### src/rtl/keypad_scan_pkg.sv
`default_nettype none
// ============================================================================
//  Module   : keypad_pkg
//  Purpose  : Shared types, sizes and helpers for the matrix keypad scanner.
//             Holds the debounce FSM state encoding, the matrix geometry and
//             the snapshot helpers (popcount and one-hot to index).
//  Ports    : none (package)
//  Revision : 1.0 - initial release
// ============================================================================
package keypad_pkg;

    localparam int N_ROWS = 4;
    localparam int N_COLS = 4;
    localparam int N_KEYS = N_ROWS * N_COLS;
    localparam int CODE_W = 4;

    typedef enum logic [1:0] {
        IDLE     = 2'd0,
        DEBOUNCE = 2'd1,
        PRESSED  = 2'd2,
        RELEASE  = 2'd3
    } state_t;

    // Number of set bits in a full-matrix snapshot.
    function automatic logic [4:0] popcount16(input logic [N_KEYS-1:0] v);
        logic [4:0] n;
        n = '0;
        for (int i = 0; i < N_KEYS; i++) begin
            n = n + {4'd0, v[i]};
        end
        return n;
    endfunction

    // Index of the set bit; only meaningful when exactly one bit is set.
    function automatic logic [CODE_W-1:0] onehot_idx(input logic [N_KEYS-1:0] v);
        logic [CODE_W-1:0] idx;
        idx = '0;
        for (int i = 0; i < N_KEYS; i++) begin
            if (v[i]) begin
                idx = CODE_W'(i);
            end
        end
        return idx;
    endfunction

endpackage
`default_nettype wire

### src/rtl/keypad_scan_if.sv
`default_nettype none
// ============================================================================
//  Module   : keypad_scan_if
//  Purpose  : Bundles the keypad matrix lines and the decoded key outputs.
//  Signals  : key_row     row returns into the scanner
//             key_col     one-hot column strobe
//             key_code    last accepted key (row*4 + col)
//             key_valid   1-cycle press-accepted pulse
//             key_held    high while the accepted key is held
//             key_release 1-cycle release-accepted pulse
//  Modports : master = scanner, slave = keypad / consumer side
//  Revision : 1.0 - initial release
// ============================================================================
interface keypad_scan_if;
    import keypad_pkg::*;

    logic [N_ROWS-1:0] key_row;
    logic [N_COLS-1:0] key_col;
    logic [CODE_W-1:0] key_code;
    logic              key_valid;
    logic              key_held;
    logic              key_release;

    modport master (
        input  key_row,
        output key_col, key_code, key_valid, key_held, key_release
    );

    modport slave (
        output key_row,
        input  key_col, key_code, key_valid, key_held, key_release
    );
endinterface
`default_nettype wire

### src/rtl/keypad_scan_sync_2ff.sv
`default_nettype none
// ============================================================================
//  Module   : sync_2ff
//  Purpose  : Width-parameterised two-flop synchroniser for asynchronous
//             level inputs.
//  Ports    : clk   in  1      system clock
//             reset in  1      asynchronous, active-low
//             d     in  WIDTH  asynchronous input
//             q     out WIDTH  synchronised output
//  Revision : 1.0 - initial release
// ============================================================================
module sync_2ff #(
    parameter int WIDTH = 1
) (
    input  logic             clk,
    input  logic             reset,
    input  logic [WIDTH-1:0] d,
    output logic [WIDTH-1:0] q
);
    logic [WIDTH-1:0] meta_q;
    logic [WIDTH-1:0] sync_q;

    always_ff @(posedge clk or negedge reset) begin
        if (!reset) begin
            meta_q <= '0;
            sync_q <= '0;
        end else begin
            meta_q <= d;
            sync_q <= meta_q;
        end
    end

    assign q = sync_q;
endmodule
`default_nettype wire

### src/rtl/keypad_scan.sv
`default_nettype none
// ============================================================================
//  Module   : keypad_scan
//  Purpose  : 4x4 matrix keypad scanner. Strobes columns one-hot, samples the
//             synchronised rows into a per-scan snapshot, debounces over whole
//             scans and reports an accepted key with press/release pulses.
//  Ports    : clk    in  1  system clock
//             reset  in  1  asynchronous, active-low
//             kp     keypad_scan_if.master (key_row in; key_col, key_code,
//                    key_valid, key_held, key_release out)
//  Params   : SCAN_DIV        clk cycles per column step (>=4)
//             DEBOUNCE_SCANS  consecutive scans to accept press/release (>=2)
//  Revision : 1.0 - initial release
// ============================================================================
module keypad_scan
    import keypad_pkg::*;
#(
    parameter int SCAN_DIV       = 4,
    parameter int DEBOUNCE_SCANS = 3
) (
    input  logic          clk,
    input  logic          reset,
    keypad_scan_if.master kp
);
    localparam int DIV_W = (SCAN_DIV > 1) ? $clog2(SCAN_DIV) : 1;
    localparam int CNT_W = $clog2(DEBOUNCE_SCANS + 1);
    localparam logic [DIV_W-1:0] DIV_LAST = DIV_W'(SCAN_DIV - 1);
    localparam logic [CNT_W-1:0] CNT_LAST = CNT_W'(DEBOUNCE_SCANS - 1);

    logic [N_ROWS-1:0] row_sync;

    logic [DIV_W-1:0]  div_q, div_d;
    logic [N_COLS-1:0] col_q, col_d;
    logic [N_KEYS-1:0] snap_q, snap_d;
    state_t            state_q, state_d;
    logic [CODE_W-1:0] cand_q, cand_d;
    logic [CNT_W-1:0]  cnt_q, cnt_d;
    logic [CODE_W-1:0] code_q, code_d;
    logic              valid_q, valid_d;
    logic              held_q, held_d;
    logic              release_q, release_d;

    logic              tick;
    logic              scan_end;
    logic [N_KEYS-1:0] snap_full;
    logic [4:0]        pop;
    logic              is_single;
    logic [CODE_W-1:0] single_idx;
    logic              cand_set;
    logic              cnt_done;
    logic [CNT_W-1:0]  cnt_inc;

    sync_2ff #(.WIDTH(N_ROWS)) u_row_sync (
        .clk   (clk),
        .reset (reset),
        .d     (kp.key_row),
        .q     (row_sync)
    );

    always_ff @(posedge clk or negedge reset) begin
        if (!reset) begin
            div_q     <= '0;
            col_q     <= 4'b0001;
            snap_q    <= '0;
            state_q   <= IDLE;
            cand_q    <= '0;
            cnt_q     <= '0;
            code_q    <= '0;
            valid_q   <= 1'b0;
            held_q    <= 1'b0;
            release_q <= 1'b0;
        end else begin
            div_q     <= div_d;
            col_q     <= col_d;
            snap_q    <= snap_d;
            state_q   <= state_d;
            cand_q    <= cand_d;
            cnt_q     <= cnt_d;
            code_q    <= code_d;
            valid_q   <= valid_d;
            held_q    <= held_d;
            release_q <= release_d;
        end
    end

    // Divider, column ring and snapshot capture.
    always_comb begin
        tick     = (div_q == DIV_LAST);
        scan_end = tick && col_q[N_COLS-1];
        div_d    = tick ? '0 : div_q + DIV_W'(1);
        col_d    = tick ? {col_q[N_COLS-2:0], col_q[N_COLS-1]} : col_q;

        // The last column's sample lands on the scan-end edge itself, so the
        // evaluated snapshot merges the live sample with the stored bits.
        snap_full = snap_q;
        for (int r = 0; r < N_ROWS; r++) begin
            for (int c = 0; c < N_COLS; c++) begin
                if (col_q[c]) begin
                    snap_full[r*N_COLS + c] = row_sync[r];
                end
            end
        end

        if (scan_end) begin
            snap_d = '0;
        end else if (tick) begin
            snap_d = snap_full;
        end else begin
            snap_d = snap_q;
        end
    end

    // Classifier and debounce FSM; acts only at scan end.
    always_comb begin
        pop        = popcount16(snap_full);
        is_single  = (pop == 5'd1);
        single_idx = onehot_idx(snap_full);
        cand_set   = snap_full[cand_q];
        cnt_done   = (cnt_q == CNT_LAST);
        cnt_inc    = (cnt_q == '1) ? cnt_q : cnt_q + CNT_W'(1);

        state_d   = state_q;
        cand_d    = cand_q;
        cnt_d     = cnt_q;
        code_d    = code_q;
        held_d    = held_q;
        valid_d   = 1'b0;
        release_d = 1'b0;

        if (scan_end) begin
            unique case (state_q)
                IDLE: begin
                    if (is_single) begin
                        state_d = DEBOUNCE;
                        cand_d  = single_idx;
                        cnt_d   = CNT_W'(1);
                    end
                end
                DEBOUNCE: begin
                    if (!is_single) begin
                        state_d = IDLE;
                        cnt_d   = '0;
                    end else if (single_idx != cand_q) begin
                        cand_d = single_idx;
                        cnt_d  = CNT_W'(1);
                    end else if (cnt_done) begin
                        state_d = PRESSED;
                        code_d  = cand_q;
                        valid_d = 1'b1;
                        held_d  = 1'b1;
                        cnt_d   = '0;
                    end else begin
                        cnt_d = cnt_inc;
                    end
                end
                PRESSED: begin
                    // Extra keys are tolerated while the accepted key stays down.
                    if (!cand_set) begin
                        state_d = RELEASE;
                        cnt_d   = CNT_W'(1);
                    end
                end
                RELEASE: begin
                    if (cand_set) begin
                        state_d = PRESSED;
                        cnt_d   = '0;
                    end else if (cnt_done) begin
                        state_d   = IDLE;
                        held_d    = 1'b0;
                        release_d = 1'b1;
                        cnt_d     = '0;
                    end else begin
                        cnt_d = cnt_inc;
                    end
                end
                default: begin
                    state_d = IDLE;
                    cnt_d   = '0;
                end
            endcase
        end
    end

    assign kp.key_col     = col_q;
    assign kp.key_code    = code_q;
    assign kp.key_valid   = valid_q;
    assign kp.key_held    = held_q;
    assign kp.key_release = release_q;
endmodule
`default_nettype wire

### src/flat_wrapper.sv
// flat-port wrapper written by rule: the top's interface ports become plain ports
module keypad_scan_flat import keypad_pkg::*;
#(
    parameter int SCAN_DIV       = 4,
    parameter int DEBOUNCE_SCANS = 3
)
  (clk, reset, kp_key_row, kp_key_col, kp_key_code, kp_key_valid, kp_key_held, kp_key_release);
  keypad_scan_if kp_i ();
  input  logic clk;
  input  logic reset;
  input wire logic [$bits(kp_i.key_row)-1:0] kp_key_row;
  output wire logic [$bits(kp_i.key_col)-1:0] kp_key_col;
  output wire logic [$bits(kp_i.key_code)-1:0] kp_key_code;
  output wire logic [$bits(kp_i.key_valid)-1:0] kp_key_valid;
  output wire logic [$bits(kp_i.key_held)-1:0] kp_key_held;
  output wire logic [$bits(kp_i.key_release)-1:0] kp_key_release;
  assign kp_i.key_row = kp_key_row;
  assign kp_key_col = kp_i.key_col;
  assign kp_key_code = kp_i.key_code;
  assign kp_key_valid = kp_i.key_valid;
  assign kp_key_held = kp_i.key_held;
  assign kp_key_release = kp_i.key_release;
  keypad_scan #(.SCAN_DIV(SCAN_DIV), .DEBOUNCE_SCANS(DEBOUNCE_SCANS)) u_core (.clk(clk), .reset(reset), .kp(kp_i));
endmodule
### config.mk
export PLATFORM = sky130hd
export DESIGN_NAME = keypad_scan_flat
export DESIGN_NICKNAME = d
export VERILOG_FILES = /design/src/rtl/keypad_scan_pkg.sv /design/src/rtl/keypad_scan_if.sv /design/src/rtl/keypad_scan_sync_2ff.sv /design/src/rtl/keypad_scan.sv /design/src/flat_wrapper.sv
export SDC_FILE = /design/constraint.sdc
export NUM_CORES = 1
export LEC_CHECK = 0
export CAP_MARGIN = 20
export CORE_MARGIN = 2
export CORE_UTILIZATION = 50
export DETAILED_ROUTE_END_ITERATION = 8
export PLACE_DENSITY = 0.69
export SETUP_SLACK_MARGIN = 0.2
export SLEW_MARGIN = 20
export SYNTH_ARGS = -nofsm -noshare
export SYNTH_HDL_FRONTEND = slang
export SYNTH_SLANG_ARGS = --single-unit
### constraint.sdc
create_clock -name clk -period 15.3 [get_ports clk]
set_input_delay 2.295 -clock clk [delete_from_list [all_inputs] [get_ports clk]]
set_output_delay 2.295 -clock clk [all_outputs]
set_load 0.005 [all_outputs]
# Word level (Yosys, flattened, before mapping)
# Cells that the tools add are included.
classes:
  n_bitwise: 1
  n_lt_le_gt_ge: 1
  mux: 69
  n_reduce_logical: 10
  eq_ne: 19
  add_sub_neg: 17
ops:
  columns: ["operator", "n"]
  rows:
  - ["$add 5x1->5", 14]
  - ["$mux 4", 17]
  - ["$mux 16", 2]
  - ["$mux 1", 31]
  - ["$mux 2", 14]
  - ["$pmux 2 s4", 2]
  - ["$eq 2x2->1 const B", 5]
  - ["$ne 2x1->1 const B", 5]
  - ["$reduce_and 5->1", 2]
  - ["$pmux 4 s2", 1]
  - ["$reduce_and 7->1", 1]
  - ["$ne 2x2->1 const B", 3]
  - ["$ne 3x3->1 const B", 2]
  - ["$reduce_and 6->1", 1]
  - ["$reduce_bool 2->1", 3]
  - ["$eq 5x1->1 const B", 1]
  - ["$lt 4x5->1 const B", 1]
  - ["$add 2x1->2 const B", 2]
  - ["$bmux 1 s4", 1]
  - ["$ne 4x4->1", 1]
  - ["$ne 3x1->1 const B", 1]
  - ["$reduce_and 3->1", 1]
  - ["$add 1x1->2", 1]
  - ["$eq 2x1->1 const B", 1]
  - ["4 further kinds", 4]
word_totals:
  reg_bits: 45
  input_bits: 6
  out_inout_bits: 11

# Depth between registers and ports, before layout
depth:
  depth_word: 21
  depth_mapped: 21
  depth_no_buf: 19

# Modules after synthesis
# From an unflattened synthesis, not the netlist that was laid out.
hier_totals:
  cells_unflattened: 267
  hier_area_um2: 2767.7
by_module_without_submodules:
  columns: ["module", "instances", "cells_per_inst", "seq_area_each_um2", "area_per_inst_um2"]
  rows:
  - ["keypad_scan", 1, 259, 927.1, 2567.5]
  - ["sync_2ff", 1, 8, 200.2, 200.2]

# Worst setup path before layout
# No wires, ideal clock.
synth_path:
  kind: "register to register"
  start: "register u_core.col_q[0] (netlist: u_core.kp.key_col[0])"
  end: "register u_core.cand_q[3]"
  path_stages_with_launch: 21
  arrival_time_ns: 5.652
  path_slack_ns: 9.521
  setup_ns: 0.128
  path_cell_list: "dfstp_2 buf_6 buf_6 nand2_1 o21ai_0 ha_1 inv_1 fa_1 fa_1 inv_1 fa_1 inv_1 fa_1 inv_1 fa_1 fa_1 or4b_1 or3_1 nor2_1 o41ai_4 mux2_1"
synth_between:
  elab_chain_cells: 19
synth_rtl:
  columns: ["element", "line_no", "source"]
  rows:
  - ["start, declared", "keypad_scan.sv:33", "logic [N_COLS-1:0] col_q, col_d;"]
  - ["start signal, assigned", "keypad_scan.sv:74", "col_q <= col_d;"]
  - ["$mux 1", "keypad_scan.sv:98", "if (col_q[c]) begin"]
  - ["$add 1x1->2", "keypad_scan_pkg.sv:29", "n = n + {4'd0, v[i]};"]
  - ["$add 5x1->5 (14 in series)", "keypad_scan_pkg.sv:29", null]
  - ["$eq 5x1->1", "keypad_scan.sv:116", "is_single = (pop == 5'd1);"]
  - ["$ne 2x1->1 (no line)", null, null]
  - ["$reduce_and 5->1 (no line)", null, null]
  - ["end signal, assigned", "keypad_scan.sv:77", "cand_q <= cand_d;"]
  - ["end, declared", "keypad_scan.sv:36", "logic [CODE_W-1:0] cand_q, cand_d;"]
# Parallel ways exist; a longest one is shown, timed or not. The select of a mux whose other input is x is not followed.
# A chain may end at the register's enable or synchronous reset.

# Worst setup path in the final report
layout_path:
  start: "register u_core.col_q[1] (netlist: u_core.kp.key_col[1])"
  end: "register u_core.cand_q[2]"
layout_between:
  elab_chain_cells: 19
layout_rtl:
  columns: ["element", "line_no"]
  rows:
  - ["$mux 1", "keypad_scan.sv:98"]
  - ["$add 1x1->2 / $mux 1 (equally long branches)", "keypad_scan_pkg.sv:29, keypad_scan_pkg.sv:39"]
  - ["$add 5x1->5 / $mux 4 (equally long branches) (14 in series)", "keypad_scan_pkg.sv:29, keypad_scan_pkg.sv:39"]
  - ["$eq 5x1->1 / $ne 4x4->1 (equally long branches)", "keypad_scan.sv:116, keypad_scan.sv:143"]
  - ["$ne 2x1->1 (no line)", null]
  - ["$reduce_and 5->1 (no line)", null]
# Parallel ways exist; a longest one is shown, timed or not. The select of a mux whose other input is x is not followed.

==> impl_metrics.csv <==
group,metric,value,unit
synthesis,ys_ff_latch,45,
timing,fin_crit,6320,ps
synthesis,synth_warnings,0,
clock_tree,cts_max_level,2,
clock_tree,cts_max_path_buffers,2,
pwr,combPwrFrac,0.016,
grt,grt_pass1_wl,10600,µm
clock_tree,clock_latency,300,ps
timing,finalCritPeriodShare,0.413,
synthesis,synth.area.top_cells,"dfrtp_1 36%, fa_1 6.6%, inv_1 5.6%",
timing,drv_slew,0,
pwr,p_switching,49.5,µW
detailed_routing,wl_per_cell,17.0,µm
pwr,switching_share,0.224,
pwr,clock_power_share,0.434,
floorplan,ios,17,
timing,setup_viol,0,
synthesis,synth.top_cell.area_share,0.365,
timing,rsz0062_at_grt,"no",
timing,hold_violations,0,
detailed_routing,totalWireLength,6290,µm
synthesis,syn_area,0.00302,mm²
critical_path,critPathKind,"reg -> reg",
pwr,total_power,221,µW
clock_tree,cts_resized,0,
outcome,status,"finished clean",
timing,fmaxAchievable,158,MHz
synthesis,synth-edff-count,0,
flow_run,cap_violations,0,
detailed_routing,drc,0,
pwr,p_seq_frac,0.550,
place,port_buffers,16,
cells_and_area,final_cell_count_no_fill,370,
pwr,vdd_drop_max,48.6,µV
synthesis,syn_inst,285,
timing,finalSetupTns,0,ps
synthesis,yosysMostFrequentCell,"inv_1",
pwr,internal-power,171,µW
synthesis,yosysTopAreaCell,"dfrtp_1",
detailed_routing,ant_nets,0,
synthesis,ys_seq_area_frac,0.374,
detailed_routing,viasPerCell,5.89,
cells_and_area,fillers,525,
synthesis,ys.flop_type,"dfrtp_1",
grt,grt_pass1_vias,2110,
critical_path,worst_setup_path_start_kind,"register",
place,dp_worst_setup_slack,9040,ps
floorplan,die_h,81.7,µm
hold_path,hold_class,"reg -> reg",
critical_path,worstPathMaxFanout,19,
clock_tree,cts_inserted_buffers,5,
synthesis,postSynthAreaPerCell,10.6,µm²
grt,grt_antenna_before_repair,0,
clock_tree,cts_setup_buffers,0,
clock_tree,clock-sinks,45,
place,gp_congestion,0.884,
cells_and_area,antenna_cells,0,
timing,fin_worst_skew,6.77,ps
place,dp_hpwl,4560,µm
floorplan,die_w,81.7,µm
clock_tree,tritoncts,"yes",
floorplan,fp-row-count,28,
cells_and_area,post-route-util,0.557,
critical_path,cp.arrival,6510,ps
detailed_routing,vias,2178,
timing,timing.final.ws_setup,8980,ps
grt,grt.overflow.total,0,
detailed_routing,first_pass_iters,4,
place,dp.cells,362,
timing,relSlewSlack,0.525,
floorplan,dieArea,0.00667,mm²
synthesis,synth_fp_nets,309,
synthesis,synthDistinctLibCells,67,
floorplan,initial_core_util,0.513,
cells_and_area,drive_gt1_frac,0.153,
synthesis,synth_async_sr_flop_share,1.00,
clock_tree,hold_buffers,0,
critical_path,critical_path_required,15490,ps
synthesis,synth_common_cells,"45 x inv_1, 44 x dfrtp_1, 15 x o22ai_1, 13 x mux2i_1",
clock_tree,root_buffer,"clkbuf_8",
grt,grt_max_degree,46,
pwr,cellLeakagePower,0.00141,µW
detailed_routing,drtIter0Drc,188,
floorplan,core,0.00589,mm²
pwr,power_density,67.3,mW/mm²
critical_path,end_kind,"register",
grt,grtUsageTotal,0.210,
cells_and_area,syn_to_final_growth,8.67,%
cells_and_area,num-nets-final,318,
timing,tightest_slew,712,ps
clock_tree,cts.clk_slew.worst_paths,100,ps
[routing by layer]
metal,share of wire,routed length [µm],vias up,global-route usage
li1,-,-,1027,-
met2,0.45,2860,65,0.327
met3,0.058,363,14,0.0330
met1,0.46,2920,1072,0.299
met4,0.024,150,0,0.0733
met5,0,0,-,0
[cell families (layout without fill, tap and decap cells)]
group / after synthesis / in the layout / share of synthesized area
mux: 32 / 32 / 0.128
buf+inv: 62 / 72 / 0.0983
xor+xnor: 1 / 1 / 0.00539
fa+ha+maj: 18 / 18 / 0.0995
simple gates: 52 / 52 / 0.107
compound gates: 75 / 75 / 0.188
flops: 45 / 45 / 0.374
[placed cells by master, fill, tap and decap left out, types with 4 or more instances in the layout]
cell             netlist  layout
fa_1                  10      10
mux2_1                 5       5
nor2b_1                4       4
inv_1                 45      45
o22ai_1               15      15
mux2_2                 8       8
a21oi_1                9       9
clkbuf_8               0       5
nand2_1                9       9
clkdlybuf4s50_1        0      15
ha_1                   8       8
nor2_1                 8       8
nand3_1                4       4
o21ai_0               10      10
mux2i_1               13      13
o21ai_1                5       5
o221ai_1               4       4
dfrtp_1               44      44
[path summary, 6_finish.rpt]
| path | startpoint | slack [ps] | endpoint | cells past startpoint |
|---|---|---|---|---|
| max | u_core.kp.key_col[1]$_DFFE_PN0P_ | 8980 | u_core.cand_q[2]$_DFFE_PN0P_ | 17 |
| min | u_core.u_row_sync.meta_q[0]$_DFF_PN0_ | 350 | u_core.u_row_sync.q[0]$_DFF_PN0_ | 0 |
| max reg2reg | u_core.kp.key_col[1]$_DFFE_PN0P_ | 8980 | u_core.cand_q[2]$_DFFE_PN0P_ | 17 |
| min reg2reg | u_core.u_row_sync.meta_q[0]$_DFF_PN0_ | 350 | u_core.u_row_sync.q[0]$_DFF_PN0_ | 0 |
| max in group asynchronous | reset | 12940 | u_core.u_row_sync.q[0]$_DFF_PN0_ | 1 |
| min in group asynchronous | reset | 1980 | u_core.u_row_sync.meta_q[3]$_DFF_PN0_ | 1 |
[critical path: stages, from the launching register on]
cell and delay (ps):
dfrtp_1 790, mux2_2 440, ha_1 290, inv_1 70, fa_1 430, fa_1 520
inv_1 50, fa_1 500, inv_1 50, fa_1 470, inv_1 50, fa_1 400
fa_1 440, or4b_1 480, or3_1 440, nor2_1 290, o41ai_4 150, mux2_1 330
[registers in the layout, indices dropped and copies added (netlist names), 4 cells and up]
signal	flops
u_core.kp.key_col	4
u_core.cand_q	4
u_core.snap_q	16
u_core.kp.key_code	4
u_core.u_row_sync.meta_q	4
u_core.u_row_sync.q	4
[final cells by class]
| type | instances | area, µm² | area share |
|---|---|---|---|
| Multi-Input combinational cell | 178 | 1590 | 0.486 |
| Sequential cell | 45 | 1130 | 0.344 |
| Clock buffer | 5 | 68.8 | 0.0210 |
| Clock inverter | 3 | 50.0 | 0.0153 |
| Timing Repair Buffer | 18 | 173 | 0.0527 |
| Tap cell | 75 | 93.8 | 0.0286 |
| Inverter | 46 | 173 | 0.0527 |
[metrics by stage]
| stage | hold slack [ps] | cell area, µm² |
|---|---|---|
| after floorplan | 331 | 3020 |
| after global placement | 333 | 3160 |
| after detailed placement | 335 | 3160 |
| after CTS | 355 | 3280 |
| after global routing | 364 | 3280 |
| final | 354 | 3280 |
[power by group through the flow]
| stage | logic (µW) | clock network, µW | registers (µW) |
|---|---|---|---|
| finish | 3.51 | 95.9 | 121 |
| global route | 4.18 | 103 | 122 |
| floorplan | 0.170 | 0 | 123 |
| global placement | 3.66 | 0 | 124 |
| detailed placement | 3.69 | 0 | 124 |
| CTS | 3.69 | 98.0 | 121 |
(Power assumes the default switching activity.)
